## config.mk

```make
export PLATFORM = sky130hd
export DESIGN_NAME = shifter
export DESIGN_NICKNAME = d
export VERILOG_FILES = /design/src/rtl/shifter_pkg.sv /design/src/rtl/shifter_core.sv /design/src/rtl/shifter.sv
export SDC_FILE = /design/constraint.sdc
export NUM_CORES = 1
export LEC_CHECK = 0
export ABC_AREA = 1
export BUFFER_PORTS_ARGS = -buffer_cell sky130_fd_sc_hd__buf_2
export CAP_MARGIN = 20
export CORE_UTILIZATION = 50
export DETAILED_ROUTE_END_ITERATION = 7
export GPL_TIMING_DRIVEN = 1
export PLACE_DENSITY_LB_ADDON = 0.08
export SETUP_SLACK_MARGIN = 0.2
export SLEW_MARGIN = 20
export SYNTH_ARGS = -nofsm -noshare
export SYNTH_HDL_FRONTEND = slang
export SYNTH_HIERARCHICAL = 1
export SYNTH_SLANG_ARGS = --single-unit
```

## constraint.sdc

```tcl
create_clock -name clk -period 1.64 [get_ports clk]
set_input_delay 0.328 -clock clk [delete_from_list [all_inputs] [get_ports clk]]
set_output_delay 0.328 -clock clk [all_outputs]
set_load 0.005 [all_outputs]
```

## src/rtl/shifter_pkg.sv

```systemverilog
// ============================================================================
// Module : shifter_pkg
// Shared multiplier datapath constants: operand widths and shift-select codes.
// Rev    : 1.0
// ============================================================================
`default_nettype none

package shifter_pkg;

    localparam int IN_W  = 8;
    localparam int OUT_W = 2 * IN_W;

    localparam logic [1:0] SH_NONE   = 2'b00;
    localparam logic [1:0] SH_NIBBLE = 2'b01;
    localparam logic [1:0] SH_BYTE   = 2'b10;
    localparam logic [1:0] SH_RSVD   = 2'b11;

endpackage : shifter_pkg

`default_nettype wire

```

## src/rtl/shifter_core.sv

```systemverilog
// ============================================================================
// Module : shifter_core
// Combinational zero-extend and left-shift by 0, IN_W/2 or IN_W.
// Rev    : 1.0
// ============================================================================
`default_nettype none

module shifter_core #(
    parameter  int IN_W  = shifter_pkg::IN_W,
    localparam int OUT_W = 2 * IN_W
) (
    input  logic [IN_W-1:0]  inp,
    input  logic [1:0]       shift_cntrl,
    output logic [OUT_W-1:0] shift_res
);

    import shifter_pkg::*;

    logic [OUT_W-1:0] w_ext;

    assign w_ext = {{IN_W{1'b0}}, inp};

    // The reserved code falls into the default arm so it behaves as no shift.
    always_comb begin
        shift_res = w_ext;
        case (shift_cntrl)
            SH_NIBBLE: shift_res = w_ext << (IN_W / 2);
            SH_BYTE:   shift_res = w_ext << IN_W;
            default:   shift_res = w_ext;
        endcase
    end

endmodule : shifter_core

`default_nettype wire

```

## src/rtl/shifter.sv

```systemverilog
// ============================================================================
// Module : shifter
// Registered placement of a partial product into a double-width field.
// Rev    : 1.0
// ============================================================================
`default_nettype none

module shifter #(
    parameter  int IN_W  = shifter_pkg::IN_W,
    localparam int OUT_W = 2 * IN_W
) (
    input  logic             clk,
    input  logic             rst_n,
    input  logic [IN_W-1:0]  inp,
    input  logic [1:0]       shift_cntrl,
    input  logic             in_valid,
    output logic [OUT_W-1:0] shift_out,
    output logic             out_valid
);

    import shifter_pkg::*;

    logic [OUT_W-1:0] w_shift_res;
    logic [OUT_W-1:0] r_shift_out;
    logic             r_out_valid;

    shifter_core #(
        .IN_W (IN_W)
    ) u_core (
        .inp         (inp),
        .shift_cntrl (shift_cntrl),
        .shift_res   (w_shift_res)
    );

    // Data only loads on valid, so an unknown select with in_valid low is ignored.
    always_ff @(posedge clk or negedge rst_n) begin
        if (!rst_n) begin
            r_shift_out <= '0;
            r_out_valid <= 1'b0;
        end else begin
            r_out_valid <= in_valid;
            if (in_valid) begin
                r_shift_out <= w_shift_res;
            end
        end
    end

    assign shift_out = r_shift_out;
    assign out_valid = r_out_valid;

endmodule : shifter

`default_nettype wire

```

Word level (Yosys, flattened, before mapping)
Cells that the tools add are included.
W data, S select, Z words.
{"block": "op_classes", "eq_ne": 2, "mux": 1}
{"op": "$pmux W16 S2", "count": 1}
{"op": "$eq A2 B1 Y1 const B", "count": 1}
{"op": "$eq A2 B2 Y1 const B", "count": 1}
{"block": "totals", "in_bits": 13, "output_inout_bits": 17, "word_cells": 5, "register_bits": 17}

Logic depth before layout (Yosys ltp)
Gate-level depths: netlist (run 1).
{"block": "logic_depth", "word_depth": 2, "ltp_mapped": 9, "ltp_nobuf": 7}

Cells and area by module
Netlist (run 1), hierarchy kept.
{"mod": "shifter", "cells_each": 69, "n_inst": 1, "seq_area_each_um2": 425.4, "area_per_inst_um2": 669.4}
{"mod": "shifter_core", "cells_each": 49, "n_inst": 1, "seq_area_each_um2": 0.0, "area_per_inst_um2": 236.5}

Worst setup path before layout (run 1)
No wires, ideal clock.
{"block": "synth_path", "kind": "input port to flip-flop", "start": "in shift_cntrl[0]", "end": "reg r_shift_out[10], in the netlist shift_out[10]", "stages": 9, "required_ps": 1575, "arrival_time_ps": 1150, "n_path_buf": 2, "slack_ps": 425, "setup_time_ps": 65, "cell_sequence": "inv_1 -> ha_1 -> buf_6 -> inv_2 -> buf_6 -> nand3_1 -> nand2_1 -> nand2_1 -> nand2_1"}
{"block": "synth_via", "elab_chain_cells": 2, "elab_cells_between_ends": 3}
{"item": "start: declaration", "line": "shifter.sv:15", "rtl": "input logic [1:0] shift_cntrl,"}
{"item": "$eq A2 B2 Y1 or $eq A2 B1 Y1 (tied branches)", "line": "shifter_core.sv:26", "rtl": "case (shift_cntrl)"}
{"item": "$pmux W16 S2 *", "line": "shifter_core.sv:26"}
{"item": "net w_shift_res[10]", "line": "shifter.sv:23", "rtl": "logic [OUT_W-1:0] w_shift_res;"}
{"item": "end signal: assignment", "line": "shifter.sv:43", "rtl": "r_shift_out <= w_shift_res;"}
{"item": "end: declaration", "line": "shifter.sv:24", "rtl": "logic [OUT_W-1:0] r_shift_out;"}
Mark *: on every way through the listed nets, which the timed path passes. The rest lies on a longest branch.
A chain may end at the register's enable or synchronous reset.

Worst setup path in the final report (run 1)
{"block": "layout_path", "start": "in shift_cntrl[0]", "end": "reg r_shift_out[8], in the netlist shift_out[8]"}
The elaborated chain is that of the path after synthesis.

==> results.sh, run 1 <==
export IMPL_status="completed"
export IMPL_synth_area_um2=906
export IMPL_whs_path_depth=1
export IMPL_num_vias=756
export IMPL_globalRouteMet1Util_pct=28.7
export IMPL_reg2reg_depth=2
export IMPL_antenna_found_initial=0
export IMPL_start_kind="input port"
export IMPL_power_density_mw_per_mm2=823
export IMPL_dpl_cell_area_mm2=0.00100
export IMPL_drt_total_wl_um=1720
export IMPL_cts_tree="yes"
export IMPL_pin_count=30
export IMPL_initial_core_util_pct=53.0
export IMPL_grt_setup_unrepaired="no"
export IMPL_clkTransAtPathRegs_ns=0.09
export IMPL_die_width_um=44.6
export IMPL_path_class="in -> reg"
export IMPL_met2_usage_pct=30.0
export IMPL_grt_pass1_wl_um=2910
export IMPL_io_buffer_count=29
export IMPL_worst_slew_pin_slew_ns=0.376
export IMPL_hold_path_class="in -> reg"
export IMPL_clk_path_buf_depth=2
export IMPL_mostFrequentLayoutCell="nand2_1"
export IMPL_fp_dieH_um=44.6
export IMPL_drv_cap=0
export IMPL_fmax_mhz=858
export IMPL_cp_slowest_stage_delay_ns=0.44
export IMPL_fin_crit_ns=1.17
export IMPL_grt_pass1_vias=668
export IMPL_fin_skew_ns=0
export IMPL_crit_path_cell_trace="buf_2 -> inv_1 -> ha_1 -> inv_2 -> nand3_1 -> nand2_1 -> nand2_1 -> nand2_1"
export IMPL_drive_gt1_share_pct=26.9
export IMPL_cts_root_buf="clkbuf_4"
export IMPL_grt_use_met3_pct=3.67
export IMPL_ant_nets=0
export IMPL_wl_per_cell_um=10.1
export IMPL_diodes=0
export IMPL_max_slew_margin_pct=75.0
export IMPL_gp_congestion=0.864
export IMPL_maxSlewViolCount=0
export IMPL_required_ns=1.81
export IMPL_ys_seq_area_share_pct=47.0
export IMPL_slowest_stage="ha_1"
export IMPL_critPathArrivalTime_ns=1.34
export IMPL_drt_iter0_drc=14
export IMPL_crit_path_max_fanout=12
export IMPL_p_leak_uw=0.000692
export IMPL_dpl_hpwl_um=1230
export IMPL_area_delta_synth_final_pct=14.9
export IMPL_gr_usage_all_layers_pct=20.3
export IMPL_final_area_mm2=0.00104
export IMPL_viasPerCell=4.45
export IMPL_clock_sinks=17
export IMPL_core_area_mm2=0.00171
export IMPL_endpoint_kind="flop"
export IMPL_synth_nets=133
export IMPL_rows=15
export IMPL_layout_common_cells="nand2_1, buf_2, dfrtp_1"
export IMPL_nets=161
export IMPL_clock_latency_ns=0.29
export IMPL_path_common_cell="nand2_1"
export IMPL_drtPass1Iterations=4
export IMPL_h_tree_depth=1
export IMPL_fin_hold_ws_ns=0.354
export IMPL_grt_max_degree=19
export IMPL_netlist_instances=118
export IMPL_min_period_over_period_pct=71.1
export IMPL_peakVddDrop_mv=0.625
export IMPL_grt_overflow_total=0
export IMPL_synth_distinct_cells=12
export IMPL_busiest_layer="met2"
export IMPL_drc=0
export IMPL_die_area_mm2=0.00199
export IMPL_yosys_warnings=6
export IMPL_ys_ff_latch=17
export IMPL_fin_setup_tns_ns=0
export IMPL_setup_viol=0
export IMPL_postSynthAreaPerCell_um2=7.68
export IMPL_cts_buffers=3
export IMPL_final_hold_violation_count=0
-- layer usage --
| metal | wire length, um | part of all wire (%) |
|---|---|---|
| met5 | 0 | 0 |
| met4 | 15 | 0.87 |
| met3 | 99 | 5.8 |
| met2 | 782 | 46 |
| met1 | 820 | 48 |
-- stage by stage --
step | setup WS [ns] | cells | utilization (%) | power (uW)
global placement | 0.243 | 165 | 58.8 | 639
global route | 0.402 | 170 | 61.0 | 913
finish | 0.474 | 170 | 61.0 | 857
detailed placement | 0.205 | 165 | 58.8 | 642
floorplan | 0.425 | 118 | - | 588
CTS | 0.487 | 170 | 61.0 | 871
-- power breakdown --
part	internal [uW]	leakage (uW)	switching (uW)
clock	94.4	0.0000150	127
combinational	67.0	0.000454	98.0
sequential	453	0.000223	17.2
total	615	0.000692	242
-- path summary, 6_finish.rpt --
check                                          from                   endpoint  slack [ns]
setup / recovery                     shift_cntrl[0]   shift_out[8]$_DFFE_PN0P_        0.47
hold / removal                             in_valid        out_valid$_DFF_PN0_        0.35
setup reg to reg           shift_out[8]$_DFFE_PN0P_   shift_out[8]$_DFFE_PN0P_        1.02
hold reg to reg            shift_out[7]$_DFFE_PN0P_   shift_out[7]$_DFFE_PN0P_        0.47
min in group asynchronous                     rst_n  shift_out[12]$_DFFE_PN0P_        0.48
max in group asynchronous                     rst_n   shift_out[3]$_DFFE_PN0P_        0.88
-- sequential cells by signal, indices dropped and copies added (netlist names) --
signal / count
out_valid: 1
shift_out: 16
-- critical path: cells and delay by family --
kind	cells	cell delay, ns
AND/OR/NAND/NOR	4	0.28
adder cells (fa/ha/maj)	1	0.44
buffers and inverters	3	0.29
-- cell usage after synthesis --
cell type	number	area, um2
nand2_1	63	236
inv_2	1	3.75
clkbuf_4	1	7.51
nand2_2	5	31.3
buf_2	1	5.00
buf_12	1	20.0
ha_1	2	25.0
dfrtp_1	17	425
nand3_1	12	60.1
inv_1	10	37.5
inv_6	1	8.76
buf_6	4	45.0
-- cell type report --
class | instances | area, um2
clock buffer | 4 | 26.3
multi-input combinational | 82 | 353
sequential | 17 | 425
fill | 172 | 667
inverter | 12 | 50.0
timing repair buffer | 30 | 155
tap | 25 | 31.3
-- logic make-up after synthesis --
group	Yosys count	share of synthesized area (%)
buffers and inverters	19	14.1
AND/OR/NAND/NOR	80	36.2
flip-flops	17	47.0
adder cells (fa/ha/maj)	2	2.76
-- repair_timing --
action                     4_1_cts  5_1_grt
hold endpoints to repair        17        0
hold buffers                     1        0
resized for setup                0        0
setup endpoints to repair        0        0
buffers inserted                 0        0
Power figures use the tool's default switching activity.
==> run 2: changes to the inputs <==
CORE_UTILIZATION = 48   (was 50)
clock period = 1.1 ns   (was 1.64 ns; I/O delays follow)
==> run 2 against run 1 <==
- sequential share of layout area is 6.3 points lower
- power up 63%
- die area rose by 4.0%
- critical path depth decreased by 7
- non-clock buffer count increased by 12
- flip-flop and latch count is the same
- sequential power increased by 48%
- cell count rose by 7.1%
- register-to-register slack worse by 0.76 ns
- worst setup slack got worse by 0.43 ns
- first-iteration DRC count increased by 21%
- critical path type is now reg -> out
- critical endpoint is now shift_out[9]
- largest cell class unchanged
- largest power group unchanged
==> results.sh, run 2 (synthesis results as in run 1) <==
export IMPL_critPathLaunch="shift_out[9]$_DFFE_PN0P_"
export IMPL_hold_path_class="in -> reg"
export IMPL_wl_per_cell_um=10.4
export IMPL_hold_start="inp[4]"
export IMPL_h_tree_depth=1
export IMPL_crit_path_max_fanout=2
export IMPL_critPathBufInv=1
export IMPL_cts_root_buf="clkbuf_4"
export IMPL_start_kind="flop"
export IMPL_grt_pass1_wl_um=2900
export IMPL_fp_dieH_um=45.4
export IMPL_fin_setup_tns_ns=0
export IMPL_critPathArrivalTime_ns=0.83
export IMPL_rows=15
export IMPL_peakVddDrop_mv=0.728
export IMPL_core_area_mm2=0.00175
export IMPL_setup_viol=0
export IMPL_initial_core_util_pct=51.9
export IMPL_fin_crit_ns=1.05
export IMPL_gp_congestion=0.790
export IMPL_worst_slew_pin_slew_ns=0.381
export IMPL_cts_tree="yes"
export IMPL_r2r_start="shift_out[9]$_DFFE_PN0P_"
export IMPL_pin_count=30
export IMPL_cts_buffers=3
export IMPL_critical_path_top_delay_family="flip-flops"
export IMPL_grt_pass1_vias=682
export IMPL_die_area_mm2=0.00206
export IMPL_viasPerCell=4.55
export IMPL_clock_sinks=17
export IMPL_area_delta_synth_final_pct=36.0
export IMPL_diodes=0
export IMPL_endpoint_kind="output pin"
export IMPL_clock_latency_ns=0.29
export IMPL_dpl_hpwl_um=1350
export IMPL_mostFrequentLayoutCell="nand2_1"
export IMPL_ant_nets=0
export IMPL_num_vias=828
export IMPL_path_class="reg -> out"
export IMPL_antenna_found_initial=0
export IMPL_status="completed"
export IMPL_drc=0
export IMPL_layout_common_cells="nand2_1, buf_2, dfrtp_1"
export IMPL_drt_iter0_drc=17
export IMPL_max_slew_margin_pct=74.6
export IMPL_drtPass1Iterations=4
export IMPL_fillCellCount=163
export IMPL_io_buffer_count=29
export IMPL_p_leak_uw=0.000771
export IMPL_power_density_mw_per_mm2=1140
export IMPL_largest_reg_flops=16
export IMPL_clkTransAtPathRegs_ns=0.11
export IMPL_fmax_mhz=952
export IMPL_dp_cells=167
export IMPL_grt_overflow_total=0
export IMPL_slowest_stage="dfrtp_1"
export IMPL_die_width_um=45.4
export IMPL_clk_path_buf_depth=2
export IMPL_required_ns=0.88
export IMPL_crit_path_cell_trace="buf_2"
export IMPL_drv_cap=0
export IMPL_drt_total_wl_um=1890
export IMPL_grt_max_degree=18
export IMPL_maxSlewViolCount=0
export IMPL_grt_setup_unrepaired="yes"
export IMPL_min_period_over_period_pct=95.5
export IMPL_instances_no_fill=182
export IMPL_nets=173
export IMPL_final_hold_violation_count=0
export IMPL_cp_slowest_stage_delay_ns=0.39
export IMPL_drive_gt1_share_pct=41.4
export IMPL_fin_skew_ns=0
export IMPL_gr_usage_all_layers_pct=20.1
[run 2: cell count changes in the layout (fill, tap and decap cells not counted), sizes merged]
cell,previous run,this run
buf,29,41
clkinv,0,1
clkbuf,4,3
[run 2: area by class of cell]
cell class / count / area, um2 / share of cell area (%)
flip-flops and latches: 17 / 425 / 34.5
repair buffers: 42 / 270 / 21.9
clock inverters: 1 / 5.00 / 0.406
multi-input cells: 82 / 418 / 33.9
well taps: 25 / 31.3 / 2.54
clock buffers: 3 / 22.5 / 1.83
inverters: 12 / 60.1 / 4.87
[run 2: report_power, final]
group          internal (uW)  switching (uW)
Clock                    136             210
Sequential               676            23.2
Combinational            172             183
Total                    983             416
[run 2: path summary, 6_finish.rpt]
check                      slack, ns                   endpoint  cells past startpoint
setup / recovery                0.05               shift_out[9]                      1
hold / removal                  0.24   shift_out[8]$_DFFE_PN0P_                      5
setup reg to reg                0.26   shift_out[9]$_DFFE_PN0P_                      4
hold reg to reg                 0.47   shift_out[0]$_DFFE_PN0P_                      2
max in group asynchronous       0.47   shift_out[7]$_DFFE_PN0P_                      2
min in group asynchronous       0.36  shift_out[12]$_DFFE_PN0P_                      2
[run 2: repair_timing]
action                                 4_1_cts  5_1_grt
hold buffers                                 1        0
setup endpoints to repair                   17       22
endpoints found under the hold margin       17        0
buffers inserted                             7        3
pin swaps                                    0        0
gates resized for setup                      0        1
[run 2: per-stage QoR]
step	setup WS (ns)	hold WS (ns)	power, uW	utilization [%]	instance area [um2]
floorplan	0.0403	-0.0756	899	-	982
global placement	-0.0286	0.151	1010	64.0	1120
detailed placement	-0.0656	0.161	1020	64.0	1120
CTS	0.0444	0.236	1390	69.2	1210
global route	0.0186	0.257	1470	70.6	1230
finish	0.0492	0.242	1400	70.6	1230
[run 2: routing by layer]
layer	global-route usage (%)	wire length, um
met2	32.6	878
met3	3.57	93
met1	26.0	892
met5	0	0
met4	9.09	26
